**config.mk**
```make
export PLATFORM = sky130hd
export DESIGN_NAME = mem_stage
export DESIGN_NICKNAME = d
export VERILOG_FILES = /design/src/rtl/mem_stage.sv
export SDC_FILE = /design/constraint.sdc
export NUM_CORES = 1
export LEC_CHECK = 0
export CORE_MARGIN = 5
export CORE_UTILIZATION = 30
export CTS_BUF_LIST = sky130_fd_sc_hd__clkbuf_16
export DETAILED_ROUTE_END_ITERATION = 7
export GPL_ROUTABILITY_DRIVEN = 0
export SYNTH_ARGS = -nofsm -noshare
export SYNTH_HDL_FRONTEND = slang
export SYNTH_SLANG_ARGS = --single-unit
```
**constraint.sdc**
```tcl
create_clock -name clk -period 4.33 [get_ports clk]
set_input_delay 0.866 -clock clk [delete_from_list [all_inputs] [get_ports clk]]
set_output_delay 0.866 -clock clk [all_outputs]
set_load 0.05 [all_outputs]
```
**src/rtl/mem_stage.sv**
```systemverilog
// ---------------------------------------------------------------------------
// mem_stage -- memory-access pipeline stage between EX and WB.
//
// Accepts one instruction at a time from EX. Non-memory instructions pass
// straight to the MEM/WB registers (one cycle, full throughput). Loads and
// stores run a req/ack transaction against the data RAM with byte-lane
// steering; load data is extracted from its lane and sign/zero extended.
// A combinational forward path presents the incoming ALU result to ID.
//
// Optional feature (compile-time macro MEM_MISALIGN_TRAP_EN):
//   defined   : misaligned or illegal-size accesses skip the RAM and
//               complete after one cycle with misalign_o pulsed.
//   undefined : misalign_o is always 0; offending low address bits are
//               cleared and illegal sizes act as a word access.
//
// Ports:
//   clk, rst                     clock, asynchronous active-high reset
//   valid_i / ready_o / stall_o  EX handshake (ready only in IDLE)
//   rd_addr_i, wreg_i, wdata_i   destination, write flag, ALU result/address
//   store_data_i                 store source data
//   is_load_i, is_store_i        access type
//   funct3_i                     access size and signedness
//   dram_req_o, dram_we_o        RAM request and direction
//   dram_addr_o, dram_be_o       word address and byte enables
//   dram_wdata_o                 lane-replicated store data
//   dram_ack_i, dram_rdata_i     RAM completion and read word
//   valid_o, rd_addr_o, wreg_o,
//   wdata_o                      registered MEM/WB fields
//   mem_back_*                   combinational forward to ID
//   misalign_o                   misaligned-access pulse
// ---------------------------------------------------------------------------
module mem_stage #(
  parameter int DATA_W     = 32,
  parameter int REG_ADDR_W = 5,
  parameter int ADDR_W     = 32
) (
  input  logic                  clk,
  input  logic                  rst,
  input  logic                  valid_i,
  output logic                  ready_o,
  input  logic [REG_ADDR_W-1:0] rd_addr_i,
  input  logic                  wreg_i,
  input  logic [DATA_W-1:0]     wdata_i,
  input  logic [DATA_W-1:0]     store_data_i,
  input  logic                  is_load_i,
  input  logic                  is_store_i,
  input  logic [2:0]            funct3_i,
  output logic                  dram_req_o,
  output logic                  dram_we_o,
  output logic [ADDR_W-1:0]     dram_addr_o,
  output logic [DATA_W/8-1:0]   dram_be_o,
  output logic [DATA_W-1:0]     dram_wdata_o,
  input  logic                  dram_ack_i,
  input  logic [DATA_W-1:0]     dram_rdata_i,
  output logic                  valid_o,
  output logic [REG_ADDR_W-1:0] rd_addr_o,
  output logic                  wreg_o,
  output logic [DATA_W-1:0]     wdata_o,
  output logic [REG_ADDR_W-1:0] mem_back_rd_addr_o,
  output logic                  mem_back_wreg_o,
  output logic [DATA_W-1:0]     mem_back_wdata_o,
  output logic                  stall_o,
  output logic                  misalign_o
);

  localparam int NB     = DATA_W / 8;
  localparam int LANE_W = $clog2(NB);

  typedef enum logic [1:0] {IDLE, ACCESS, RESP} state_t;

  state_t              state;
  logic                mem_op;
  logic [1:0]          size_code;   // log2 of access size in bytes
  logic                sign_ext;
  logic [ADDR_W-1:0]   off_mask;
  logic [ADDR_W-1:0]   eff_addr;
  logic [LANE_W-1:0]   lane;
  logic [NB-1:0]       be_next;
  logic [DATA_W-1:0]   store_rep;
  logic                trap;

  // Access shape remembered for the load extraction at ack time.
  logic [1:0]          size_q;
  logic                sign_q;
  logic [LANE_W-1:0]   lane_q;

  logic [DATA_W-1:0]   shifted;
  logic [DATA_W-1:0]   load_mask;
  logic [DATA_W-1:0]   load_top;
  logic [DATA_W-1:0]   load_data;

  assign mem_op = is_load_i | is_store_i;

  // Size decode. Anything not recognised for this width behaves as a
  // signed word access.
  // NOTE: every combinational output gets a default before the case, so no
  // path leaves it unassigned and no latch is inferred.
  always_comb begin
    size_code = 2'd2;
    sign_ext  = 1'b1;
    case (funct3_i)
      3'b000:  size_code = 2'd0;
      3'b001:  size_code = 2'd1;
      3'b100:  begin size_code = 2'd0; sign_ext = 1'b0; end
      3'b101:  begin size_code = 2'd1; sign_ext = 1'b0; end
      3'b011:  if (DATA_W == 64) size_code = 2'd3;
      3'b110:  if (DATA_W == 64) sign_ext = 1'b0;
      default: ;
    endcase
  end

  // Low address bits that must be zero for natural alignment.
  assign off_mask = ADDR_W'((32'd1 << size_code) - 32'd1);
  assign eff_addr = wdata_i[ADDR_W-1:0] & ~off_mask;
  assign lane     = eff_addr[LANE_W-1:0];

`ifdef MEM_MISALIGN_TRAP_EN
  logic legal;
  always_comb begin
    legal = 1'b1;
    case (funct3_i)
      3'b011, 3'b110: legal = (DATA_W == 64);
      3'b111:         legal = 1'b0;
      default:        ;
    endcase
  end
  assign trap = mem_op & (~legal | (|(wdata_i[ADDR_W-1:0] & off_mask)));
`else
  assign trap = 1'b0;
`endif

  // Store data replicated so every lane carries the value; the byte enables
  // pick the lanes actually written.
  always_comb begin
    case (size_code)
      2'd0:    store_rep = {NB{store_data_i[7:0]}};
      2'd1:    store_rep = {(NB/2){store_data_i[15:0]}};
      2'd2:    store_rep = {(NB/4){store_data_i[31:0]}};
      default: store_rep = store_data_i;
    endcase
  end

  assign be_next = NB'((32'd1 << (32'd1 << size_code)) - 32'd1) << lane;

  // Load extraction: shift the lane down, then keep the access-sized field
  // and fill the upper bits from its top bit or with zeros. A full-width
  // access shifts the 1 out entirely, which yields an all-ones mask.
  assign shifted   = dram_rdata_i >> {lane_q, 3'b000};
  assign load_mask = (DATA_W'(1) << (32'd8 << size_q)) - DATA_W'(1);
  assign load_top  = load_mask & ~(load_mask >> 1);
  assign load_data = (sign_q && |(shifted & load_top)) ? (shifted | ~load_mask)
                                                       : (shifted & load_mask);

  assign ready_o    = (state == IDLE);
  assign stall_o    = ~ready_o;
  assign dram_req_o = (state == ACCESS);

  // A load result does not exist yet in this cycle, so it is never forwarded.
  assign mem_back_rd_addr_o = rd_addr_i;
  assign mem_back_wdata_o   = wdata_i;
  assign mem_back_wreg_o    = wreg_i & valid_i & ~is_load_i;

  // NOTE: sequential state uses non-blocking assignments so every register
  // samples pre-edge values regardless of statement order.
  always_ff @(posedge clk or posedge rst) begin
    if (rst) begin
      state        <= IDLE;
      valid_o      <= 1'b0;
      misalign_o   <= 1'b0;
      rd_addr_o    <= '0;
      wreg_o       <= 1'b0;
      wdata_o      <= '0;
      dram_we_o    <= 1'b0;
      dram_addr_o  <= '0;
      dram_be_o    <= '0;
      dram_wdata_o <= '0;
      size_q       <= '0;
      sign_q       <= 1'b0;
      lane_q       <= '0;
    end else begin
      valid_o    <= 1'b0;
      misalign_o <= 1'b0;
      case (state)
        IDLE: begin
          if (valid_i) begin
            rd_addr_o <= rd_addr_i;
            wdata_o   <= wdata_i;
            if (!mem_op) begin
              wreg_o  <= wreg_i;
              valid_o <= 1'b1;
            end else if (trap) begin
              wreg_o     <= 1'b0;
              valid_o    <= 1'b1;
              misalign_o <= 1'b1;
            end else begin
              wreg_o       <= wreg_i & is_load_i;
              dram_we_o    <= is_store_i;
              dram_addr_o  <= {eff_addr[ADDR_W-1:LANE_W], {LANE_W{1'b0}}};
              dram_be_o    <= be_next;
              dram_wdata_o <= store_rep;
              size_q       <= size_code;
              sign_q       <= sign_ext;
              lane_q       <= lane;
              state        <= ACCESS;
            end
          end
        end
        ACCESS: begin
          if (dram_ack_i) begin
            if (!dram_we_o) wdata_o <= load_data;
            valid_o   <= 1'b1;
            dram_we_o <= 1'b0;
            dram_be_o <= '0;
            state     <= RESP;
          end
        end
        RESP:    state <= IDLE;
        default: state <= IDLE;
      endcase
    end
  end

endmodule

```
==> impl_summary.log, run 1 <==
[metrics] outcome: complete, no violations
[metrics] Post-Synth Simple-Gate Area: 0.1343
[metrics] total grt overflow: 0
[metrics] hold violation count in the final report: 0
[metrics] slowest stage cell, crit path: sky130_fd_sc_hd__clkdlybuf4s50_1
[metrics] share of synthesized area occupied by flip-flops and latches: 0.4764
[metrics] Slew Limit Fails: 0
[metrics] highest metal layer with signal wires: met5
[metrics] number of DRC violations after detailed routing: 0
[metrics] cell taking the most area after synthesis: sky130_fd_sc_hd__dfrtp_1
[metrics] number of buffers inserted for hold repair after clock tree synthesis: 0
[metrics] number of detailed-routing iterations run before antenna repair: 4
[metrics] global router's overall resource usage: 0.1676
[metrics] Finish-stage setup viols: 0
[metrics] syn avg cell area: 10.08 um2
[metrics] fillers: 1871
[metrics] critical setup path kind: flip-flop to output pin
[metrics] sequence of cells on the critical path: nand2b_1, inv_2, clkdlybuf4s50_1
[metrics] global-route wire length before repair: 29.02 mm
[metrics] number of ports placed on the die boundary: 261
[metrics] die area: roughly 23000 um2
[metrics] Yosys top cell area share: 0.4764
[metrics] adder-cell share of the synthesized area: 0.002108
[metrics] share of post-route cells with drive strength above 1: 0.1393
[metrics] data required time of the critical path: 3.46 ns
[metrics] Synth Warn #: 0
[metrics] TritonCTS clock tree: built
[metrics] Die Y-Extent: ~150 um
[metrics] Final Routed Wirelength: about 19 mm
[metrics] post-synthesis xor/xnor area fraction: 0
[metrics] number of register bits inferred by synthesis: 113
[metrics] number of buffers added on ports: 257
[metrics] sinks on the clock net: 113
[metrics] clock tree buffer depth: 2
[metrics] via count of the first global-routing pass: 5103
[metrics] via total after detailed routing: roughly 5k
[metrics] number of nets in the layout: 911
[metrics] clock latency on the worst-skew pair: 0.42 ns
[metrics] Worst-Margin Slew: 0.9757 ns
[metrics] average via count per standard cell: roughly 4.6
[metrics] unrepaired setup endpoints after global routing: false
[metrics] H-Tree Level Count: 4
[metrics] count leader, synth: sky130_fd_sc_hd__dfrtp_1
[metrics] amount of wire on met2 after detailed routing: 9.314 mm
[metrics] most used flip-flop cell after synthesis: sky130_fd_sc_hd__dfrtp_1
[metrics] core area: 19460 um2
[metrics] post-synthesis instance area: about 5900 um2
[metrics] worst-case reg-to-reg path depth: 7
[metrics] met1 wire length: 7.983 mm
[metrics] startpoint types: flip-flop
[metrics] Min-Delay Path Depth: 2
[metrics] highest clock rate: around 300 MHz
[metrics] Post-Synthesis Cells: 589
[metrics] clock root cell: sky130_fd_sc_hd__clkbuf_16
[metrics] initial core utilization: 0.3050
[metrics] DRT iter0 DRCs: roughly 230
[metrics] power per unit of standard cell area: between 700 and 800 nW/um2
[metrics] cell count after placement: roughly 1.0k
[metrics] Sum Neg Setup Slack: 0 ns
[metrics] R2R Setup Slk: 1.35 ns
[metrics] Die Span X: roughly 150 um
[metrics] area grow syn2layout: 52.89%
[metrics] post_cts resized: 0
[metrics] final core utilization: 0.4663
[metrics] area fraction in compound gates after synthesis: 0.1558
[metrics] maxcap violations: 0
[metrics] diode insertion count for antenna repair: 0
[metrics] Synth top cells by count: sky130_fd_sc_hd__dfrtp_1, sky130_fd_sc_hd__nand2_1, sky130_fd_sc_hd__nor2_1, sky130_fd_sc_hd__mux2_2, sky130_fd_sc_hd__o21ai_0
[metrics] clock slew at the register clock pins of the worst setup and hold paths: 0.05 ns
[metrics] average detailed-routed wire length per instance: 17.92 um
[metrics] largest net degree at the start of global routing: 62
[metrics] leakage dissipation: between 3 and 4 nW
[metrics] cells taking the most area after synthesis: sky130_fd_sc_hd__dfrtp_1, sky130_fd_sc_hd__mux2_2, sky130_fd_sc_hd__mux2i_1
[metrics] kind of capture point of the worst setup path: output pin
[metrics] worst endpoint data arrival time: 2.44 ns
[metrics] met3 wire length: 1.580 mm
[metrics] Slew Limit Headroom: 0.3471
[metrics] asr flop ratio synth: 1.000
[metrics] number of setup buffers added after CTS: 0
[metrics] total clock buffers created by CTS: 17
[metrics] crit-path max FO: 24
[metrics] Power Total: 6.664 mW
[metrics] post-route fraction of the period consumed by the critical path: 0.7643
[metrics] number of unique standard cell types used by synthesis: 50
[metrics] detailed placement HPWL: 14.10 mm
[metrics] main combinational cell family by area after synthesis: compound AO/OA/AOI/OAI gates
[metrics] worst setup skew after layout: 0.01291 ns
[metrics] worst min-delay path class: flip-flop to flip-flop
[metrics] crit path time final: ~3.3 ns
[metrics] peak supply drop: 0.3868 mV
[metrics] mux cell area share after synthesis: 0.1435
[metrics] final instance count without filler cells: ~1.1k
[metrics] row count: 51
[metrics] antenna violations before repair: 1
[metrics] delay of the slowest cell on the worst path: slightly above 0.9 ns
[metrics] antenna-violating nets left: 0
[metrics] count of flip-flops with a built-in enable after synthesis: 0
==> registers in the layout (all words and copies together) (netlist names) <==
register and count:
dram_addr_o 30, dram_be_o 4, dram_wdata_o 32, dram_we_o 1
lane_q 2, rd_addr_o 5, sign_q 1, size_q 2
state 2, valid_o 1, wdata_o 32, wreg_o 1
==> cell usage in the layout (no fill, tap or decap), drive strengths merged, types with 2 or more instances in the layout <==
master         count
a211oi            14
a21oi             30
a221oi            21
a2bb2oi            2
and2b              2
buf               11
bufinv             4
clkbuf            17
clkdlybuf4s50    257
clkinv             8
conb               3
dfrtp            113
inv               10
mux2              46
mux2i             33
nand2             80
nand2b             7
nand3              6
nand3b             3
nor2              64
nor2b              8
nor3               2
nor3b              2
o2111ai            2
o21a               2
o21ai             50
o31ai              3
==> routing by layer <==
layer  track usage  vias to the layer above
met5             0                        -
met2        0.2727                      158
met3       0.06291                       28
met1        0.2052                     2359
li1              -                     2440
met4       0.05621                        2
==> cells by family after synthesis <==
| kind of cell | Yosys count |
|---|---|
| other | 1 |
| AOI/OAI and AO/OA | 128 |
| DFF | 113 |
| buffers and inverters | 87 |
| and+or+nand+nor | 180 |
| muxes | 79 |
| adders and majority gates | 1 |
==> worst paths after layout <==
kind / start / to
worst max register to register: size_q[1]$_DFFE_PP0P_ / wdata_o[23]$_DFFE_PP0P_
worst max-delay path: state[1]$_DFFE_PP0P_ / dram_req_o
max in group asynchronous: rst / wdata_o[8]$_DFFE_PP0P_
worst min register to register: dram_wdata_o[28]$_DFFE_PP0P_ / dram_wdata_o[28]$_DFFE_PP0P_
worst min-delay path: dram_wdata_o[28]$_DFFE_PP0P_ / dram_wdata_o[28]$_DFFE_PP0P_
min in group asynchronous: rst / wreg_o$_DFFE_PP0P_
==> critical path, delay by kind of cell (launching register included) <==
family	cells	cell delay, ns
flip-flops	1	0.48
buffers and inverters	2	1.32
AND/OR/NAND/NOR	1	0.23
==> stage by stage <==
step | instance area [um2] | setup slack, ns | hold WS (ns)
final | 9075 | 1.021 | 0.4787
after detailed placement | 8476 | 1.007 | 0.4661
after global placement | 8476 | 1.041 | 0.4602
after global routing | 9075 | 0.9434 | 0.5099
after CTS | 9075 | 0.9970 | 0.4814
after floorplan | 5943 | 0.4766 | 0.5079
==> layout make-up <==
class,count,area (um2),area share
Tap cell,265,331.6,0.03654
Inverter,8,32.53,0.003585
Multi-Input combinational cell,391,2616,0.2883
Timing Repair Buffer,268,2668,0.2939
Sequential cell,113,2828,0.3116
Clock buffer,17,425.4,0.04688
Clock inverter,14,173.9,0.01916
==> power breakdown <==
part	internal, mW	switching [mW]	leakage [nW]
sequential	1.46	0.230	1.33
clock	0.949	0.511	0.306
combinational	1.20	2.31	2.11
Power figures use the tool's default switching activity.
==> run 2, diff against run 1 <==
==> constraint.sdc (replaced) <==
create_clock -name clk -period 3.08 [get_ports clk]
set_input_delay 0.616 -clock clk [delete_from_list [all_inputs] [get_ports clk]]
set_output_delay 0.616 -clock clk [all_outputs]
set_load 0.05 [all_outputs]
==> run 2 against run 1 <==
Against the previous run:
- clock power rose by 61%
- worst setup slack worse by 0.56 ns
- core utilization rose by 0.95 points
- critical path depth decreased by 1
- clock skew decreased by 0.0020 ns
- critical path type is now input pin to output pin
- critical endpoint is now mem_back_wdata_o[16]
- highest routed layer unchanged
==> impl_summary.log, run 2 (synthesized netlist as in run 1, its figures left out) <==
[metrics] sequence of cells on the critical path: clkdlybuf4s50_1, clkdlybuf4s50_1
[metrics] cell repeated most along the worst path: sky130_fd_sc_hd__clkdlybuf4s50_1
[metrics] detailed placement HPWL: 14.48 mm (+2.7%)
[metrics] startpoint types: input pin
[metrics] fillers: 1851 (-1.1%)
[metrics] outcome: complete, no violations
[metrics] most common cell after layout, fill and taps aside: sky130_fd_sc_hd__clkdlybuf4s50_1
[metrics] number of setup buffers added after CTS: 0 (unchanged)
[metrics] number of buffers added on ports: 257 (unchanged)
[metrics] average detailed-routed wire length per instance: 18.02 um (+0.55%)
[metrics] crit path time final: around 2.6 ns
[metrics] final instance count without filler cells: 1084 (+0.74%)
[metrics] worst min-delay path class: flip-flop to flip-flop
[metrics] Top Family by Delay on Critical Path: buffers and inverters
[metrics] Min-Delay Path Depth: 2 (unchanged)
[metrics] hold violation count in the final report: 0 (unchanged)
[metrics] PnR worst setup slack: 0.4647 ns (-0.5559 ns)
[metrics] power per unit of standard cell area: 1050 nW/um2 (+43%)
[metrics] number of buffers inserted for hold repair after clock tree synthesis: 0 (unchanged)
[metrics] sinks on the clock net: 113 (unchanged)
[metrics] post-route fraction of the period consumed by the critical path: 0.8491
[metrics] total clock buffers created by CTS: 17 (unchanged)
[metrics] global-route wire length before repair: 30.12 mm (+3.8%)
[metrics] area grow syn2layout: 55.99%
[metrics] clock tree buffer depth: 2 (unchanged)
[metrics] largest net degree at the start of global routing: 78 (+26%)
[metrics] highest metal layer with signal wires: met5
[metrics] row count: 51 (unchanged)
[metrics] placed standard-cell area: 8569 um2 (+1.1%)
[metrics] share of post-route cells with drive strength above 1: 0.1538 (+0.01451)
[metrics] unrepaired setup endpoints after global routing: false
[metrics] TritonCTS clock tree: built
[metrics] Die Y-Extent: 150.7 um (unchanged)
[metrics] clock slew at the register clock pins of the worst setup and hold paths: 0.06 ns (about the same)
[metrics] via count of the first global-routing pass: 5154 (+1.0%)
[metrics] met1 wire length: 8.295 mm (+3.9%)
[metrics] delay of the slowest cell on the worst path: 0.83 ns (-0.08 ns)
[metrics] most frequent cells in the layout: sky130_fd_sc_hd__clkdlybuf4s50_1, sky130_fd_sc_hd__dfrtp_1, sky130_fd_sc_hd__nand2_1
[metrics] worst setup skew after layout: 0.01089 ns (-0.002019 ns)
[metrics] kind of capture point of the worst setup path: output pin
[metrics] core area: 19460 um2 (unchanged)
[metrics] critical setup path kind: input pin to output pin
[metrics] clock root cell: sky130_fd_sc_hd__clkbuf_16
[metrics] global router's overall resource usage: 0.1715 (+0.003906)
[metrics] Die Span X: 150.7 um (unchanged)
[metrics] final core utilization: 0.4757 (+0.009450)
[metrics] cell count after placement: 1052 (+0.67%)
[metrics] Sum Neg Setup Slack: 0 ns (unchanged)
[metrics] total grt overflow: 0 (unchanged)
[metrics] buffers plus inverters on the worst setup path: 2 (unchanged)
[metrics] number of nets in the layout: 918 (+0.77%)
[metrics] clock latency on the worst-skew pair: 0.42 ns (about the same)
[metrics] number of ports placed on the die boundary: 261 (unchanged)
[metrics] number of detailed-routing iterations run before antenna repair: 6 (+2)
[metrics] final hold slack: 0.4719 ns (-0.006710 ns)
[metrics] Final Routed Wirelength: 19.53 mm (+1.3%)
[metrics] Worst-Margin Slew: 0.7338 ns (-0.2419 ns)
[metrics] die area: 22700 um2 (unchanged)
[metrics] antenna-violating nets left: 0 (unchanged)
[metrics] number of DRC violations after detailed routing: 0 (unchanged)
[metrics] Finish-stage setup viols: 0 (unchanged)
[metrics] H-Tree Level Count: 4 (unchanged)
[metrics] Power Total: 9.724 mW (+46%)
[metrics] Slew Limit Headroom: 0.5093 (+0.1622)
[metrics] pre-CTS setup slack: 0.4574 ns (-0.5493 ns)
[metrics] registers with the most flip-flops: dram_wdata_o: 32 flops, wdata_o: 32 flops, dram_addr_o: 30 flops
[metrics] slowest stage cell, crit path: sky130_fd_sc_hd__clkdlybuf4s50_1
[metrics] worst-case reg-to-reg path depth: 9 (+2)
[metrics] highest clock rate: 382.4 MHz
[metrics] leakage dissipation: 3.830 nW (+2.1%)
[metrics] maxcap violations: 0 (unchanged)
[metrics] data required time of the critical path: 2.46 ns (-1.00 ns)
[metrics] DRT iter0 DRCs: 179 (-21%)
[metrics] number of cells on the critical path: 2 (-1)
[metrics] diode insertion count for antenna repair: 0 (unchanged)
[metrics] initial core utilization: 0.3050 (unchanged)
[metrics] average via count per standard cell: 4.655 (+0.44%)
[metrics] amount of wire on met2 after detailed routing: 9.350 mm (+0.39%)
[metrics] Slew Limit Fails: 0 (unchanged)
[metrics] via total after detailed routing: 5046 (+1.2%)
[metrics] met3 wire length: 1.711 mm (+8.3%)
[metrics] post_cts resized: 0 (unchanged)
[metrics] worst endpoint data arrival time: 2.00 ns (-0.44 ns)
[metrics] peak supply drop: 0.4762 mV (+23%)
[metrics] antenna violations before repair: 1 (unchanged)
[metrics] crit-path max FO: 3 (-88%)
[metrics] cell area after layout: 9259 um2 (+2.0%)
[run 2: cell types whose count changed in the layout (fill, tap and decap cells not counted), moves of 2 or more]
cell	change
sky130_fd_sc_hd__buf_12	+4
sky130_fd_sc_hd__buf_4	+7
sky130_fd_sc_hd__bufinv_16	+3
sky130_fd_sc_hd__clkdlybuf4s50_1	-4
sky130_fd_sc_hd__clkinv_2	-4
sky130_fd_sc_hd__clkinvlp_4	+3
sky130_fd_sc_hd__inv_1	-2
[run 2: final cells by class]
type                    instances  area [um2]  area share
flip-flops and latches        113        2828      0.3054
repair buffers                275        2760      0.2981
inverters                       8       33.78    0.003649
multi-input cells             391        2616      0.2826
clock inverters                15       264.0     0.02851
well taps                     265       331.6     0.03581
clock buffers                  17       425.4     0.04595
[run 2: final timing paths]
| check | end | slack, ns | start |
|---|---|---|---|
| setup / recovery | mem_back_wdata_o[16] | 0.46 | wdata_i[16] |
| hold / removal | rd_addr_o[3]$_DFFE_PP0P_ | 0.47 | rd_addr_o[3]$_DFFE_PP0P_ |
| setup reg to reg | wdata_o[9]$_DFFE_PP0P_ | 0.60 | size_q[1]$_DFFE_PP0P_ |
| hold reg to reg | rd_addr_o[3]$_DFFE_PP0P_ | 0.47 | rd_addr_o[3]$_DFFE_PP0P_ |
| max in group asynchronous | dram_addr_o[11]$_DFFE_PP0P_ | 1.74 | rst |
| min in group asynchronous | rd_addr_o[1]$_DFFE_PP0P_ | 0.63 | rst |
[run 2: where the power goes]
| group | switching (mW) | internal (mW) |
|---|---|---|
| clock | 0.753 | 1.59 |
| sequential | 0.334 | 2.05 |
| combinational | 3.26 | 1.73 |
[run 2: layer usage]
metal  track usage  vias up
met2        0.2741      166
met3       0.06201       13
li1              -     2460
met4       0.04352        2
met1        0.2216     2405
met5             0        -
==> run 3, diff against run 2 <==
==> constraint.sdc (replaced) <==
create_clock -name clk -period 2.7 [get_ports clk]
set_input_delay 0.54 -clock clk [delete_from_list [all_inputs] [get_ports clk]]
set_output_delay 0.54 -clock clk [all_outputs]
set_load 0.05 [all_outputs]
==> run 3 against run 2 <==
Against the previous run:
- wire length down 1.1%
- critical endpoint is now ready_o
- non-clock buffer count up 2
- worst hold slack worse by 0.092 ns
- largest cell class unchanged
- largest power group unchanged
- critical path depth unchanged
- power up 9.5%
==> impl_summary.log, run 3 (synthesized netlist as in run 1, its figures left out) <==
[metrics] total clock buffers created by CTS: 17 (unchanged)
[metrics] maxcap violations: 0 (unchanged)
[metrics] sequence of cells on the critical path: nor2_1, clkdlybuf4s50_1
[metrics] placed standard-cell area: 8534 um2 (-0.41%)
[metrics] largest net degree at the start of global routing: 63 (-19%)
[metrics] clock latency on the worst-skew pair: 0.41 ns (about the same)
[metrics] core area: 19460 um2 (unchanged)
[metrics] highest clock rate: 400.3 MHz
[metrics] via total after detailed routing: 5074 (+0.55%)
[metrics] via count of the first global-routing pass: 5119 (-0.68%)
[metrics] final core utilization: 0.4680 (-0.007714)
[metrics] number of nets in the layout: 920 (+0.22%)
[metrics] power per unit of standard cell area: 1169 nW/um2 (+11%)
[metrics] Top Family by Delay on Critical Path: buffers and inverters
[metrics] number of setup buffers added after CTS: 0 (unchanged)
[metrics] worst endpoint data arrival time: 1.96 ns (-0.04 ns)
[metrics] clock slew at the register clock pins of the worst setup and hold paths: 0.05 ns (about the same)
[metrics] antenna-violating nets left: 0 (unchanged)
[metrics] Sum Neg Setup Slack: 0 ns (unchanged)
[metrics] die area: 22700 um2 (unchanged)
[metrics] antenna violations before repair: 1 (unchanged)
[metrics] startpoint types: flip-flop
[metrics] H-Tree Level Count: 4 (unchanged)
[metrics] fillers: 1864 (+0.70%)
[metrics] number of ports placed on the die boundary: 261 (unchanged)
[metrics] registers with the most flip-flops: dram_wdata_o: 32 flops, wdata_o: 32 flops, dram_addr_o: 30 flops
[metrics] worst min-delay path class: input pin to asynchronous set/reset pin
[metrics] Slew Limit Headroom: 0.6164 (+0.1072)
[metrics] Final Routed Wirelength: 19.31 mm (-1.1%)
[metrics] Worst-Margin Slew: 0.5735 ns (-0.1603 ns)
[metrics] buffers plus inverters on the worst setup path: 1 (-1)
[metrics] diode insertion count for antenna repair: 0 (unchanged)
[metrics] number of DRC violations after detailed routing: 0 (unchanged)
[metrics] Finish-stage setup viols: 0 (unchanged)
[metrics] beginning of the critical path: state[1]$_DFFE_PP0P_
[metrics] clock root cell: sky130_fd_sc_hd__clkbuf_16
[metrics] number of buffers added on ports: 257 (unchanged)
[metrics] Die Span X: 150.7 um (unchanged)
[metrics] post_cts resized: 0 (unchanged)
[metrics] R2R Setup Slk: 0.34 ns (-0.26 ns)
[metrics] outcome: complete, no violations
[metrics] crit-path max FO: 7 (+4)
[metrics] clock tree buffer depth: 2 (unchanged)
[metrics] share of post-route cells with drive strength above 1: 0.1951 (+0.04128)
[metrics] hold violation count in the final report: 0 (unchanged)
[metrics] Die Y-Extent: 150.7 um (unchanged)
[metrics] average via count per standard cell: 4.676 (+0.46%)
[metrics] average detailed-routed wire length per instance: 17.80 um (-1.2%)
[metrics] crit path time final: 2.498 ns
[metrics] leakage dissipation: 3.836 nW (+0.17%)
[metrics] detailed placement HPWL: 14.50 mm (+0.11%)
[metrics] delay of the slowest cell on the worst path: 0.85 ns (+0.02 ns)
[metrics] critical setup path kind: flip-flop to output pin
[metrics] TritonCTS clock tree: built
[metrics] kind of capture point of the worst setup path: output pin
[metrics] number of buffers inserted for hold repair after clock tree synthesis: 0 (unchanged)
[metrics] row count: 51 (unchanged)
[metrics] sinks on the clock net: 113 (unchanged)
[metrics] Slew Limit Fails: 0 (unchanged)
[metrics] initial core utilization: 0.3050 (unchanged)
[metrics] post-route fraction of the period consumed by the critical path: 0.9253
[metrics] worst-case reg-to-reg path depth: 8 (-1)
[metrics] number of cells on the critical path: 2 (unchanged)
[metrics] peak supply drop: 0.5854 mV (+23%)
[metrics] reg2reg start: size_q[1]$_DFFE_PP0P_
[metrics] DRT iter0 DRCs: 242 (+35%)
[metrics] cell area after layout: 9109 um2 (-1.6%)
[metrics] global router's overall resource usage: 0.1697 (-0.001753)
[metrics] area grow syn2layout: 53.46%
[metrics] number of detailed-routing iterations run before antenna repair: 4 (-2)
[metrics] capture point of the critical path: ready_o
[metrics] slowest stage cell, crit path: sky130_fd_sc_hd__clkdlybuf4s50_1
[metrics] worst setup skew after layout: 0.007519 ns (-0.003371 ns)
[metrics] total grt overflow: 0 (unchanged)
[metrics] most common cell after layout, fill and taps aside: sky130_fd_sc_hd__clkdlybuf4s50_1
[metrics] most frequent cells in the layout: sky130_fd_sc_hd__clkdlybuf4s50_1, sky130_fd_sc_hd__dfrtp_1, sky130_fd_sc_hd__nand2_1
[metrics] data required time of the critical path: 2.16 ns (-0.30 ns)
[metrics] Power Total: 10.64 mW (+9.5%)
[metrics] global-route wire length before repair: 29.50 mm (-2.1%)
[metrics] unrepaired setup endpoints after global routing: false
[metrics] end of the worst register-to-register path: wdata_o[23]$_DFFE_PP0P_
## run 3: cell count changes in the layout (fill, tap and decap cells not counted), sizes merged
cell / delta
inv: +1
bufinv: -4
clkinv: +2
buf: +37
clkdlybuf4s50: -35
## run 3: worst min-delay path by stage
stage / from / end / slack, ns / cells after the start
floorplan: sign_q$_DFFE_PP0P_ / sign_q$_DFFE_PP0P_ / 0.51 / 2
global placement: rd_addr_o[0]$_DFFE_PP0P_ / rd_addr_o[0]$_DFFE_PP0P_ / 0.46 / 2
detailed placement: rd_addr_o[3]$_DFFE_PP0P_ / rd_addr_o[3]$_DFFE_PP0P_ / 0.47 / 2
CTS: rst / rd_addr_o[1]$_DFFE_PP0P_ / 0.36 / 2
global route: rst / rd_addr_o[1]$_DFFE_PP0P_ / 0.37 / 2
finish: rst / rd_addr_o[1]$_DFFE_PP0P_ / 0.38 / 2
## run 3: routing by layer
| metal | vias up | global-route usage | wire length (um) |
|---|---|---|---|
| li1 | 2453 | - | - |
| met5 | - | 0 | 16 |
| met2 | 177 | 0.2617 | 9083 |
| met3 | 20 | 0.06562 | 1691 |
| met4 | 2 | 0.04986 | 247 |
| met1 | 2422 | 0.2218 | 8270 |
## run 3: layout make-up
type / instances / area, um2 / share of cell area
inverters: 8 / 33.78 / 0.003709
multi-input cells: 391 / 2616 / 0.2872
well taps: 265 / 331.6 / 0.03640
clock inverters: 14 / 148.9 / 0.01635
flip-flops and latches: 113 / 2828 / 0.3104
repair buffers: 277 / 2725 / 0.2992
clock buffers: 17 / 425.4 / 0.04670
## run 3: per-stage QoR
step	worst slack, ns	hold WS (ns)	cells
3_5_place_dp	0.2591	0.4663	1054
5_1_grt	0.08324	0.3698	1085
4_1_cts	0.1442	0.3612	1085
6_report	0.2017	0.3801	1085
3_3_place_gp	0.3631	0.4594	1054
2_1_floorplan	0.4433	0.5079	591
## run 3: where the power goes
group | internal (mW) | switching [mW] | leakage (nW)
sequential | 2.34 | 0.390 | 1.33
combinational | 1.98 | 3.71 | 2.22
clock | 1.42 | 0.794 | 0.282
total | 5.75 | 4.90 | 3.84
